$ cat src/rtl/la_pkg.sv
// Shared definitions for the logic-analyzer sample buffer: register map,
// CTRL/STATUS bit positions and capture FSM states.
package la_pkg;

  localparam logic [4:0] OFF_CTRL   = 5'h00;
  localparam logic [4:0] OFF_STATUS = 5'h04;
  localparam logic [4:0] OFF_DIV    = 5'h08;
  localparam logic [4:0] OFF_DATA0  = 5'h10;
  localparam logic [4:0] OFF_DATA1  = 5'h14;
  localparam logic [4:0] OFF_DATA2  = 5'h18;
  localparam logic [4:0] OFF_DATA3  = 5'h1C;

  localparam int unsigned CTRL_ARM  = 0;
  localparam int unsigned CTRL_CONT = 1;
  localparam int unsigned CTRL_CLR  = 2;

  localparam int unsigned STAT_EMPTY     = 0;
  localparam int unsigned STAT_FULL      = 1;
  localparam int unsigned STAT_ACTIVE    = 2;
  localparam int unsigned STAT_OVF       = 3;
  localparam int unsigned STAT_COUNT_LSB = 8;
  localparam int unsigned STAT_COUNT_W   = 7;

  typedef enum logic {
    ST_IDLE   = 1'b0,
    ST_SAMPLE = 1'b1
  } la_state_e;

endpackage

$ cat src/rtl/la_sample_fifo.sv
// Sample FIFO: power-of-two depth, wrapping pointers, occupancy count.
// A push while full is accepted only when a pop happens in the same cycle.
module la_sample_fifo #(
  parameter int unsigned WIDTH = 128,
  parameter int unsigned DEPTH = 8
) (
  input  logic                     clk,
  input  logic                     rst,
  input  logic                     clr,
  input  logic                     push,
  input  logic                     pop,
  input  logic [WIDTH-1:0]         din,
  output logic [WIDTH-1:0]         dout,
  output logic                     full,
  output logic                     empty,
  output logic [$clog2(DEPTH):0]   count
);

  localparam int unsigned AW = $clog2(DEPTH);

  logic [WIDTH-1:0] mem [DEPTH];
  logic [AW-1:0]    wr_ptr;
  logic [AW-1:0]    rd_ptr;
  logic             do_push;
  logic             do_pop;

  assign full    = (count == (AW+1)'(DEPTH));
  assign empty   = (count == '0);
  assign do_pop  = pop && !empty;
  assign do_push = push && (!full || do_pop);
  assign dout    = mem[rd_ptr];

  // Pointer and occupancy bookkeeping; clear has priority over push/pop.
  always_ff @(posedge clk or posedge rst) begin
    if (rst) begin
      wr_ptr <= '0;
      rd_ptr <= '0;
      count  <= '0;
    end else if (clr) begin
      wr_ptr <= '0;
      rd_ptr <= '0;
      count  <= '0;
    end else begin
      if (do_push) wr_ptr <= wr_ptr + 1'b1;
      if (do_pop)  rd_ptr <= rd_ptr + 1'b1;
      if (do_push && !do_pop)      count <= count + 1'b1;
      else if (do_pop && !do_push) count <= count - 1'b1;
    end
  end

  // Storage array; contents are don't-care until written.
  always_ff @(posedge clk) begin
    if (do_push) mem[wr_ptr] <= din;
  end

endmodule

$ cat src/rtl/la_sample_buffer.sv
// Logic-analyzer sample buffer: Wishbone register window, divided sample
// clock, one-shot/continuous capture FSM feeding a 128-bit sample FIFO.
module la_sample_buffer
  import la_pkg::*;
#(
  parameter int unsigned DEPTH     = 8,
  parameter logic [31:0] BASE_ADDR = 32'h3000_0100
) (
  input  logic         wb_clk_i,
  input  logic         wb_rst_i,
  input  logic         wbs_stb_i,
  input  logic         wbs_cyc_i,
  input  logic         wbs_we_i,
  input  logic [3:0]   wbs_sel_i,
  input  logic [31:0]  wbs_adr_i,
  input  logic [31:0]  wbs_dat_i,
  output logic         wbs_ack_o,
  output logic [31:0]  wbs_dat_o,
  input  logic [127:0] la_data_in
);

  localparam int unsigned CW = $clog2(DEPTH) + 1;

  la_state_e      state, state_next;
  logic           arm, arm_next, cont, clr_bit, ovf;
  logic [15:0]    div, div_cnt;
  logic           req, access, wr, rd;
  logic [4:0]     offset;
  logic           ctrl_wr, clr_now, tick, push, pop, dropped, fills;
  logic [127:0]   dout;
  logic           full, empty;
  logic [CW-1:0]  count;
  logic [31:0]    rdata;
  logic           unused_bits;

  assign unused_bits = ^{wbs_sel_i[3:2], wbs_dat_i[31:16], wbs_dat_i[7:3]};

  assign req     = wbs_cyc_i && wbs_stb_i && (wbs_adr_i[31:5] == BASE_ADDR[31:5]);
  assign access  = req && !wbs_ack_o;
  assign wr      = access && wbs_we_i;
  assign rd      = access && !wbs_we_i;
  assign offset  = wbs_adr_i[4:0];
  assign ctrl_wr = wr && (offset == OFF_CTRL) && wbs_sel_i[0];
  assign clr_now = ctrl_wr && wbs_dat_i[CTRL_CLR];

  assign tick    = (state == ST_SAMPLE) && (div_cnt == '0);
  assign pop     = rd && (offset == OFF_DATA3) && !empty && !clr_now;
  assign push    = tick && !clr_now;
  assign dropped = push && full && !pop;
  // The push leaves the FIFO full (a push+pop at FULL stays full).
  assign fills   = push && (full || ((count == CW'(DEPTH - 1)) && !pop));

  la_sample_fifo #(
    .WIDTH(128),
    .DEPTH(DEPTH)
  ) u_fifo (
    .clk  (wb_clk_i),
    .rst  (wb_rst_i),
    .clr  (clr_now),
    .push (push),
    .pop  (pop),
    .din  (la_data_in),
    .dout (dout),
    .full (full),
    .empty(empty),
    .count(count)
  );

  // Capture FSM state register.
  always_ff @(posedge wb_clk_i or posedge wb_rst_i) begin
    if (wb_rst_i) state <= ST_IDLE;
    else          state <= state_next;
  end

  // Next state and ARM update: bus ARM writes, one-shot completion, CLR last so it wins.
  always_comb begin
    state_next = state;
    arm_next   = arm;
    if (ctrl_wr) arm_next = wbs_dat_i[CTRL_ARM];
    unique case (state)
      ST_IDLE: begin
        if (ctrl_wr && wbs_dat_i[CTRL_ARM]) state_next = ST_SAMPLE;
      end
      ST_SAMPLE: begin
        if (ctrl_wr && !wbs_dat_i[CTRL_ARM]) begin
          state_next = ST_IDLE;
        end else if (fills && !cont) begin
          state_next = ST_IDLE;
          arm_next   = 1'b0;
        end
      end
    endcase
    if (clr_now) begin
      state_next = ST_IDLE;
      arm_next   = 1'b0;
    end
  end

  // Control registers, divider counter and sticky overflow.
  always_ff @(posedge wb_clk_i or posedge wb_rst_i) begin
    if (wb_rst_i) begin
      arm     <= 1'b0;
      cont    <= 1'b0;
      clr_bit <= 1'b0;
      ovf     <= 1'b0;
      div     <= '0;
      div_cnt <= '0;
    end else begin
      arm     <= arm_next;
      clr_bit <= clr_now;
      if (ctrl_wr) cont <= wbs_dat_i[CTRL_CONT];
      if (wr && (offset == OFF_DIV)) begin
        if (wbs_sel_i[0]) div[7:0]  <= wbs_dat_i[7:0];
        if (wbs_sel_i[1]) div[15:8] <= wbs_dat_i[15:8];
      end
      if (clr_now)              ovf <= 1'b0;
      else if (dropped && cont) ovf <= 1'b1;
      if (state == ST_IDLE) div_cnt <= '0;
      else if (tick)        div_cnt <= div;
      else                  div_cnt <= div_cnt - 1'b1;
    end
  end

  // Register read mux; DATAn read as zero while the FIFO is empty.
  always_comb begin
    rdata = '0;
    case (offset)
      OFF_CTRL: begin
        rdata[CTRL_ARM]  = arm;
        rdata[CTRL_CONT] = cont;
        rdata[CTRL_CLR]  = clr_bit;
      end
      OFF_STATUS: begin
        rdata[STAT_EMPTY]  = empty;
        rdata[STAT_FULL]   = full;
        rdata[STAT_ACTIVE] = (state == ST_SAMPLE);
        rdata[STAT_OVF]    = ovf;
        rdata[STAT_COUNT_LSB +: STAT_COUNT_W] = STAT_COUNT_W'(count);
      end
      OFF_DIV:   rdata[15:0] = div;
      OFF_DATA0: rdata = empty ? '0 : dout[31:0];
      OFF_DATA1: rdata = empty ? '0 : dout[63:32];
      OFF_DATA2: rdata = empty ? '0 : dout[95:64];
      OFF_DATA3: rdata = empty ? '0 : dout[127:96];
      default:   rdata = '0;
    endcase
  end

  // Registered single-cycle ack with read data captured alongside.
  always_ff @(posedge wb_clk_i or posedge wb_rst_i) begin
    if (wb_rst_i) begin
      wbs_ack_o <= 1'b0;
      wbs_dat_o <= '0;
    end else begin
      wbs_ack_o <= access;
      wbs_dat_o <= rd ? rdata : '0;
    end
  end

endmodule

$ cat config.mk
export PLATFORM = sky130hd
export DESIGN_NAME = la_sample_buffer
export DESIGN_NICKNAME = d
export VERILOG_FILES = /design/src/rtl/la_pkg.sv /design/src/rtl/la_sample_fifo.sv /design/src/rtl/la_sample_buffer.sv
export SDC_FILE = /design/constraint.sdc
export NUM_CORES = 1
export LEC_CHECK = 0
export BUFFER_PORTS_ARGS = -buffer_cell sky130_fd_sc_hd__buf_2
export CAP_MARGIN = 20
export CORE_UTILIZATION = 40
export CTS_BUF_LIST = sky130_fd_sc_hd__clkbuf_2
export DETAILED_ROUTE_END_ITERATION = 8
export PLACE_DENSITY_LB_ADDON = 0.05
export SYNTH_ARGS = -nofsm -noshare
export SYNTH_HDL_FRONTEND = slang
export SYNTH_HIERARCHICAL = 1
export SYNTH_SLANG_ARGS = --single-unit
export TNS_END_PERCENT = 1
$ cat constraint.sdc
create_clock -name wb_clk_i -period 13.6 [get_ports wb_clk_i]
set_input_delay 2.72 -clock wb_clk_i [delete_from_list [all_inputs] [get_ports wb_clk_i]]
set_output_delay 2.72 -clock wb_clk_i [all_outputs]
set_load 0.02 [all_outputs]
==> impl_metrics.toml, run 1 <==
[power]
p_sw_uw = 1354
power.leakage_uw = 0.01596
seqPwrFrac_pct = 62.1
switching_share_pct = 22.72
peakVddDrop_mv = 0.05848
pwr-share-clk_pct = 36.5
intPower_uw = 4606
p_per_area_mw_per_mm2 = 123.8
combPwrFrac_pct = 1.4

[clock_network]
root_buffer = "clkbuf_2"
h-tree-depth = 5
cts_made_buffers = 303
insertion_delay_ns = 1.47
cts_tree = "yes"
cts.sinks = 1104
clk_path_buf_depth = 4
clk_pin_slew_ns = 0.11
hold_buffers = 0
post-cts-setup-buffers = 0
cts_resized = 0

[critical_path]
critical_path_arrival_ns = 7.04
cp-end-kind = "register"
critPathRequiredTime_ns = 14.59
cp_max_fo = 42
critPathKind = "primary input to register"
regToRegSetupSlack_ns = 8.59
ff2ff_path_depth = 10
r2r_end = "u_fifo/mem[7][39]"
critPathLaunchType = "primary input"
reg2reg_from = "div_cnt[10]"

[finish]
area_growth_pct = 11.99
final_nets = 2599
final_area_mm2 = 0.04813
drive_above_1_share_pct = 43.61
utilization_pct = 45.46

[placed_design]
dp_hpwl_mm = 54.50
gp_congestion = 0.7570
post_dp_cell_area_mm2 = 0.04563
port_buffers = 215

[global_routing]
use_met2_pct = 32.16
busiest_layer = "met2"
grt_pass1_vias = 23230
grt_usage_pct = 19.56
grt_start_max_net_pins = 116
gr-total-overflow = 0
use_met1_pct = 24.61
globalRouteMet3Util_pct = 5.777
antenna_found_initial = 31
grt_pass1_wl_mm = 151.7

[logic_synthesis]
yosys_warnings = 6
synth_edf_count = 1024
syn_nets = 2142
synth_top_cell_area_share_pct = 71.55
ys_seq_elements = 1104
ys.flop_type = "edfxtp_1"
postSynth.asyncResetShare_pct = 7.246
netlist_area_mm2 = 0.04298
yosys.area.top_type = "edfxtp_1"
synth_cells = 1934
ys_types = 62
synth-seq-area-share_pct = 76.20
synth_area_leaders = "edfxtp_1 (72%), mux4_2 (13%), dfrtp_1 (4.7%)"
synth_area_per_cell_um2 = 22.22

[sta]
post-route-period-util_pct = 44.51
drv_slew = 0
finalSetupViolations = 0
rsz0062_at_grt = "false"
hold_violations = 0
tightest_slew_ns = 1.140
skew_ns = 0.1508
whs_ns = 0.5421
min_period_ns = 6.053
fmax_mhz = 165.2
slew_headroom_pct = 23.98

[detailed_routing]
drc = 0
vias_per_cell = 5.343
vias = 21230
drtIter0Drc = 1369
postRouteAntennaNets = 0
drt-pass1-iter-count = 5
avgRoutedWirePerCell_um = 26.15
wl_mm = 103.9

[worst_hold_path]
min_to = "div_cnt[5]"
hold_start = "div[5]"
min_path_type = "register to register"
min_delay_path_depth = 1

[floorplanning]
rows = 119
ioPinCount = 234
initial_core_util_pct = 40.60
chipHeight_um = 329.8
die_x_um = 329.8
dieArea_mm2 = 0.1088
core_area_mm2 = 0.1059

[flow_run]
timing.max_cap.violations = 0

[status]
status = "finished, final reports clean"
## metrics by stage
step | TNS [ns] | power, µW | instances | worst slack [ns]
6_report | 0 | 5960 | 3973 | 7.547
5_1_grt | 0 | 6246 | 3969 | 7.507
4_1_cts | 0 | 6074 | 3965 | 7.813
3_5_place_dp | 0 | 3861 | 3476 | 6.189
3_3_place_gp | 0 | 3856 | 3476 | 6.205
2_1_floorplan | -9.832 | 3793 | 1934 | -0.07681
## state kept, by name (all words and copies together) (netlist names)
register	cells
u_fifo/mem	1024
wbs_dat_o	32
div	16
div_cnt	16
u_fifo/count	4
u_fifo/rd_ptr	3
u_fifo/wr_ptr	3
arm	1
clr_bit	1
cont	1
ovf	1
state	1
wbs_ack_o	1
## layout make-up
class | count | area [µm²]
Inverter | 13 | 50.05
Tap cell | 1391 | 1740
Sequential cell | 1104 | 32760
Antenna cell | 7 | 17.52
Clock buffer | 422 | 2112
Clock inverter | 67 | 344.1
Multi-Input combinational cell | 717 | 9667
Fill cell | 9256 | 57730
Timing Repair Buffer | 252 | 1436
## placed cells by master (no fill, tap or decap), drive strengths merged, types with 7 or more instances in the layout
cell type and count:
edfxtp 1024, clkbuf 422, mux4 256, buf 252, mux2 146, dfrtp 80
a22oi 64, clkinv 60, a21oi 45, nor2 41, nand2 19, o21a 17
inv 17, xor2 11, o211a 9, nor4 9, and2 8, o21ai 8
diode 7, nor3 7
## routing by layer
layer	wire length (µm)	vias up
met5	179	-
met4	2587	30
met3	6322	227
met2	51550	618
met1	43270	11140
li1	-	9211
## cell families (layout without fill, tap and decap cells)
logic type,after synthesis,count (layout),share of synthesized area (%)
flops,1104,1104,76.20
mux,408,408,17.38
compound gates,159,159,2.579
simple gates,126,126,1.758
buf+inv,113,754,1.511
xor+xnor,17,17,0.3464
fa+ha+maj,7,7,0.2212
other cells,0,7,0
## worst max path at each step
stage / start / to / depth (start not counted)
2_1_floorplan: wbs_adr_i[19] / u_fifo/mem[1][0] / 8
3_3_place_gp: wbs_adr_i[19] / u_fifo/mem[7][38] / 11
3_5_place_dp: wbs_adr_i[19] / u_fifo/mem[7][103] / 11
4_1_cts: wbs_adr_i[19] / u_fifo/mem[7][39] / 11
5_1_grt: wbs_adr_i[6] / u_fifo/mem[7][39] / 11
6_report: wbs_adr_i[19] / u_fifo/mem[7][39] / 11
## cell usage after synthesis, types with 2 or more instances
library cell	count
buf_6	27
a22o_1	5
nand3_1	5
ha_1	6
xor2_1	11
o21ai_0	7
nor4b_2	2
a21oi_1	45
edfxtp_1	1024
clkbuf_1	44
nor2b_1	6
nor4_4	2
buf_2	8
buf_1	19
o211a_1	9
nor4_1	6
nand4_2	3
or3_1	2
mux4_2	256
inv_1	12
nor4b_1	2
nand3b_1	3
a311oi_1	2
o21a_1	17
dfrtp_1	80
nand2b_1	5
xnor2_1	6
mux2i_1	6
mux2_2	146
a22oi_1	64
nor2_1	41
and3_1	2
nand2_1	19
and2_1	8
nor3_1	7
## power groups by stage
stage	registers, µW	clock network, µW	logic (µW)
2_1_floorplan	3780	0	11.8
3_3_place_gp	3780	0	76.7
3_5_place_dp	3780	0	82.5
4_1_cts	3700	2290	82.6
5_1_grt	3700	2450	92.1
6_report	3700	2180	81.5
## critical path: stages
cell,delay (ns)
buf_2,0.11
nor4_2,0.29
nand4_2,0.23
or3_4,0.48
nor3_1,0.48
o21ai_1,0.22
inv_2,0.12
nand2_1,0.21
nor2_4,0.56
buf_4,0.70
buf_4,0.77
Power figures use the tool's default switching activity.
==> run 2, diff against run 1 <==
Clock period 13.6 ns to 6.3 ns, I/O delays scaled along.
==> impl_metrics.toml, run 2 (synthesis gave the netlist of run 1 again) <==
[status]
status = "finished, final reports clean"

[floorplanning]
die_x_um = 329.8
ioPinCount = 234
chipHeight_um = 329.8
initial_core_util_pct = 40.60
dieArea_mm2 = 0.1088
core_area_mm2 = 0.1059
rows = 119

[clock_network]
root_buffer = "clkbuf_2"
h-tree-depth = 5
cts_resized = 0
cts_made_buffers = 305
cts.sinks = 1104
clk_path_buf_depth = 4
insertion_delay_ns = 1.48
cts_tree = "yes"
clk_pin_slew_ns = 0.12
hold_buffers = 145
post-cts-setup-buffers = 0

[power]
peakVddDrop_mv = 0.1464
power.leakage_uw = 0.01676
power.total_uw = 13040
p_per_area_mw_per_mm2 = 260.7

[detailed_routing]
drt-pass1-iter-count = 5
drtIter0Drc = 1228
postRouteAntennaNets = 0
avgRoutedWirePerCell_um = 24.93
vias = 21710
drc = 0
wl_mm = 103.6
vias_per_cell = 5.226

[flow_run]
timing.max_cap.violations = 0

[sta]
setup_tns_ns = 0
post-route-period-util_pct = 61.44
whs_ns = 0.2930
tightest_slew_ns = 1.013
slew_headroom_pct = 32.47
skew_ns = 0.1252
min_period_ns = 3.870
fmax_mhz = 258.4
setup_ws_ns = 2.430
rsz0062_at_grt = "false"
hold_violations = 0
drv_slew = 0
finalSetupViolations = 0

[placed_design]
dp_hpwl_mm = 57.11
dp_slack_ns = 1.270
gp_congestion = 0.7527
post_dp_cell_area_mm2 = 0.04596
port_buffers = 215

[worst_hold_path]
min_path_type = "primary input to register"

[global_routing]
gr-total-overflow = 0
grt_start_max_net_pins = 98
grt_pass1_vias = 24050
grt_usage_pct = 19.53
antenna_found_initial = 12
grt_pass1_wl_mm = 153.7

[finish]
top_register = "u_fifo/mem"
mostFrequentLayoutCell = "edfxtp_1"
final_area_mm2 = 0.05001
largest_reg_flops = 1024
area_growth_pct = 16.36
largestRegisters = "u_fifo/mem (1024), wbs_dat_o (32)"
final_nets = 2757
fill_cells = 9039
drive_above_1_share_pct = 42.22
final_cell_mix = "edfxtp_1 (1024), clkbuf_2 (441), mux4_2 (256), buf_2 (215), mux2_2 (146)"

[critical_path]
critPathKind = "register to register"
cp_max_fo = 13
cp-end-kind = "register"
critPathLaunchType = "register"
critPathRequiredTime_ns = 7.60
critical_path_arrival_ns = 5.17
[run 2: worst paths after layout]
kind / slack (ns) / to / start / cells after the start
worst min-delay path: 0.29 / wbs_dat_o[6] / wbs_adr_i[0] / 4
worst max register to register: 2.43 / u_fifo/count[3] / wbs_ack_o / 14
worst max-delay path: 2.43 / u_fifo/count[3] / wbs_ack_o / 14
min in group asynchronous: 0.42 / u_fifo/count[0] / wb_rst_i / 3
max in group asynchronous: 4.91 / div_cnt[13] / wb_rst_i / 4
worst min register to register: 0.54 / div_cnt[7] / div[7] / 1
[run 2: routing by layer]
layer	GRT usage [%]	up-vias	routed length (µm)
met4	6.743	14	2119
met2	32.70	563	52610
li1	-	9540	-
met3	4.972	182	5029
met5	0	-	101
met1	24.70	11410	43720
[run 2: final cells by class]
| type | count | area [µm²] | area share [%] |
|---|---|---|---|
| flip-flops and latches | 1104 | 32760 | 65.51 |
| diodes | 11 | 27.53 | 0.05504 |
| well taps | 1391 | 1740 | 3.480 |
| multi-input cells | 717 | 9681 | 19.36 |
| repair buffers | 408 | 3188 | 6.375 |
| inverters | 13 | 50.05 | 0.1001 |
| clock inverters | 69 | 351.6 | 0.7031 |
| clock buffers | 441 | 2207 | 4.414 |
[run 2: report_power, final]
group          switching [µW]  internal (µW)  total, µW
clock                    2810           1980       4790
sequential         0.00000126           7990       7990
combinational             147            110        256
[run 2: worst max-delay path: stages (launching register included)]
cell and delay [ns]:
dfrtp_1 0.45, nor4_4 0.16, nand4_2 0.20, nor2_1 0.45
and3_1 0.56, nor2_1 0.10, o21ai_1 0.20, inv_2 0.12
ha_1 0.25, inv_1 0.11, ha_1 0.28, a21oi_1 0.22
a211oi_1 0.11, a31oi_1 0.18, mux2_2 0.35
[run 2: stage by stage]
step                cells  util (%)
finish               4154     47.24
global route         4153     47.24
CTS                  4142     47.21
floorplan            1934         -
global placement     3487     43.42
detailed placement   3487     43.42
==> run 3, diff against run 2 <==
Settings changed: ABC_AREA from default to 1.
Clock period 6.3 ns to 3.4 ns, I/O delays scaled along.
==> impl_metrics.toml, run 3 <==
[finish]
area_growth_pct = 20.64
top_register = "u_fifo/mem"
seq_area_mm2 = 0.03276
fill_cells = 10930
mostFrequentLayoutCell = "nand2_1"
largestRegisters = "u_fifo/mem (1024), wbs_dat_o (32)"
multiInputGateArea_mm2 = 0.01210
layout.cells.non_filler = 6684
largest_reg_flops = 1024
utilization_pct = 48.74
drive_above_1_share_pct = 24.38
final_nets = 5144
final_cell_mix = "nand2_1 (1093), edfxtp_1 (1024), nor2_1 (521), clkbuf_2 (504), dlygate4sd3_1 (372)"

[clock_network]
cts_made_buffers = 318
clk_path_buf_depth = 4
cts.sinks = 1104
cts_tree = "yes"
h-tree-depth = 5
root_buffer = "clkbuf_2"
clk_pin_slew_ns = 0.11
insertion_delay_ns = 1.60

[logic_synthesis]
yosys.cell_count.top_type = "nand2_1"
synth_cells = 4085
yosys.area.top_type = "edfxtp_1"
netlist_area_mm2 = 0.04701
synth_compound_area_share_pct = 7.356
synth_top_family_by_area = "simple AND/OR/NAND/NOR gates"
synthSimpleGateAreaFrac_pct = 17.78
postSynth.asyncResetShare_pct = 7.246
ys.flop_type = "edfxtp_1"
synth_area_leaders = "edfxtp_1 (65%), nand2_1 (8.8%), dfrtp_1 (4.3%)"
ys_types = 47
synth_xor_area_share_pct = 0.1118
synth_top_cell_area_share_pct = 65.41
yosys_warnings = 6
synthMuxAreaShare_pct = 0
synthAdderAreaFrac_pct = 0.2023
synth-seq-area-share_pct = 69.67
ys_seq_elements = 1104
synth_edf_count = 1024
syn_nets = 4293
synth_area_per_cell_um2 = 11.51
yosys-top-cells-count = "nand2_1 (1098), edfxtp_1 (1024), nor2_1 (531), o21ai_1 (348), o21ai_0 (216)"

[detailed_routing]
drtIter0Drc = 2430
wl_mm = 140.8
vias_per_cell = 4.912
drc = 0
drt-pass1-iter-count = 5
postRouteAntennaNets = 0
avgRoutedWirePerCell_um = 21.07
vias = 32830

[sta]
drv_slew = 0
setup_tns_ns = 0
fmax_mhz = 296.8
finalSetupViolations = 0
skew_ns = 0.1203
hold_violations = 0
min_period_ns = 3.370
slew_headroom_pct = 28.24
whs_ns = 0.2336
post-route-period-util_pct = 99.10
rsz0062_at_grt = "true"
tightest_slew_ns = 1.076

[floorplanning]
chipHeight_um = 344.8
dieArea_mm2 = 0.1189
die_x_um = 344.8
initial_core_util_pct = 40.40
rows = 125
core_area_mm2 = 0.1164
ioPinCount = 234

[status]
status = "finished, final reports clean"

[power]
peakVddDrop_mv = 0.2854
power.leakage_uw = 0.02212
p_per_area_mw_per_mm2 = 442.2
power.total_uw = 25080

[critical_path]
cpPeakStageDelay_ns = 0.64
worst_path_most_repeated_cell = "nand2_1"
crit_slowest_cell = "dfrtp_4"
critical_path_arrival_ns = 4.86
ff2ff_path_depth = 16
critPathRequiredTime_ns = 4.89
cp_max_fo = 107
critPathLaunchType = "register"
cp_cell_sequence = "clkinv_16, buf_4, nand2_1, nand2_1, nand2_1, o21ai_1, nand2_1, nand2_1, nand2_1, o21ai_0, buf_4, a21oi_1, nand2_1, a21oi_1, nor2_1, dlygate4sd3_1"
critPathKind = "register to register"
cp-end-kind = "register"

[global_routing]
antenna_found_initial = 8
grt_pass1_wl_mm = 207.0
grt_usage_pct = 23.70
gr-total-overflow = 0
grt_start_max_net_pins = 108
grt_pass1_vias = 32870

[placed_design]
dp_hpwl_mm = 83.10
port_buffers = 215
place_inst = 5761
gp_congestion = 0.8074

[flow_run]
timing.max_cap.violations = 0

[worst_hold_path]
min_path_type = "primary input to async pin"
==> run 3: cell count changes after synthesis, moves of 146 or more <==
cell | before | now
o21ai_1 | 1 | 348
mux2_2 | 146 | 0
nor2_2 | 0 | 207
o21ai_0 | 7 | 216
mux4_2 | 256 | 0
nor2_1 | 41 | 531
nand2_1 | 19 | 1098
==> run 3: where the power goes <==
part / leakage, µW / internal (µW) / switching, µW
clock: 0.00218 / 3980 / 5560
sequential: 0.0103 / 14800 / 0.00000251
combinational: 0.00964 / 359 / 371
==> run 3: path summary, 6_finish.rpt <==
check	slack [ns]	end	startpoint
setup / recovery	0.03	wbs_dat_o[0]	u_fifo/rd_ptr[0]
hold / removal	0.23	u_fifo/rd_ptr[1]	wb_rst_i
setup reg to reg	0.03	wbs_dat_o[0]	u_fifo/rd_ptr[0]
hold reg to reg	0.45	div_cnt[0]	div_cnt[0]
max in group asynchronous	2.33	u_fifo/count[3]	wb_rst_i
min in group wb_clk_i	0.30	wbs_dat_o[2]	wbs_adr_i[0]
==> run 3: critical path, delay by kind of cell (launching register included) <==
family | cells | cell delay (ns)
DFF | 1 | 0.64
AOI/OAI and AO/OA | 4 | 0.59
buffers and inverters | 4 | 1.39
and+or+nand+nor | 8 | 0.63
==> run 3: layout make-up <==
cell class              instances  share of cell area [%]
repair buffers                751                   11.92
clock inverters                32                  0.3067
well taps                    1524                   3.362
flip-flops and latches       1104                   57.77
multi-input cells            2648                   21.34
clock buffers                 504                   4.448
diodes                          8                 0.03530
inverters                     113                  0.8207
==> run 3: through the flow <==
stage	worst slack, ns	cell area (µm²)
2_1_floorplan	-0.7790	47120
3_3_place_gp	0.003643	50130
3_5_place_dp	-0.002507	50130
4_1_cts	0.05594	56560
5_1_grt	-0.07856	56710
6_report	0.03048	56710
==> run 3: what timing repair did <==
action                                  4_1_cts  5_1_grt
gates resized for setup                       0       21
endpoints found under the hold margin      1168        0
endpoints found under the setup margin        0      302
hold buffers                                373        0
setup buffers                                 0        4
==> run 3: kinds of logic (layout without fill, tap and decap cells) <==
logic type / after synthesis / after routing
flip-flops: 1104 / 1104
XOR/XNOR: 6 / 6
AND/OR/NAND/NOR: 1982 / 1982
other: 0 / 8
AO/OA/AOI/OAI: 653 / 653
buffers and inverters: 333 / 1400
adder cells (fa/ha/maj): 7 / 7
==> run 3: metal layers <==
metal | share of wire [%] | up-vias | GRT usage [%]
met1 | 45 | 15930 | 31.72
li1 | - | 15790 | -
met5 | 0.050 | - | 0
met2 | 47 | 854 | 38.13
met3 | 5.0 | 251 | 4.694
met4 | 2.7 | 10 | 8.967
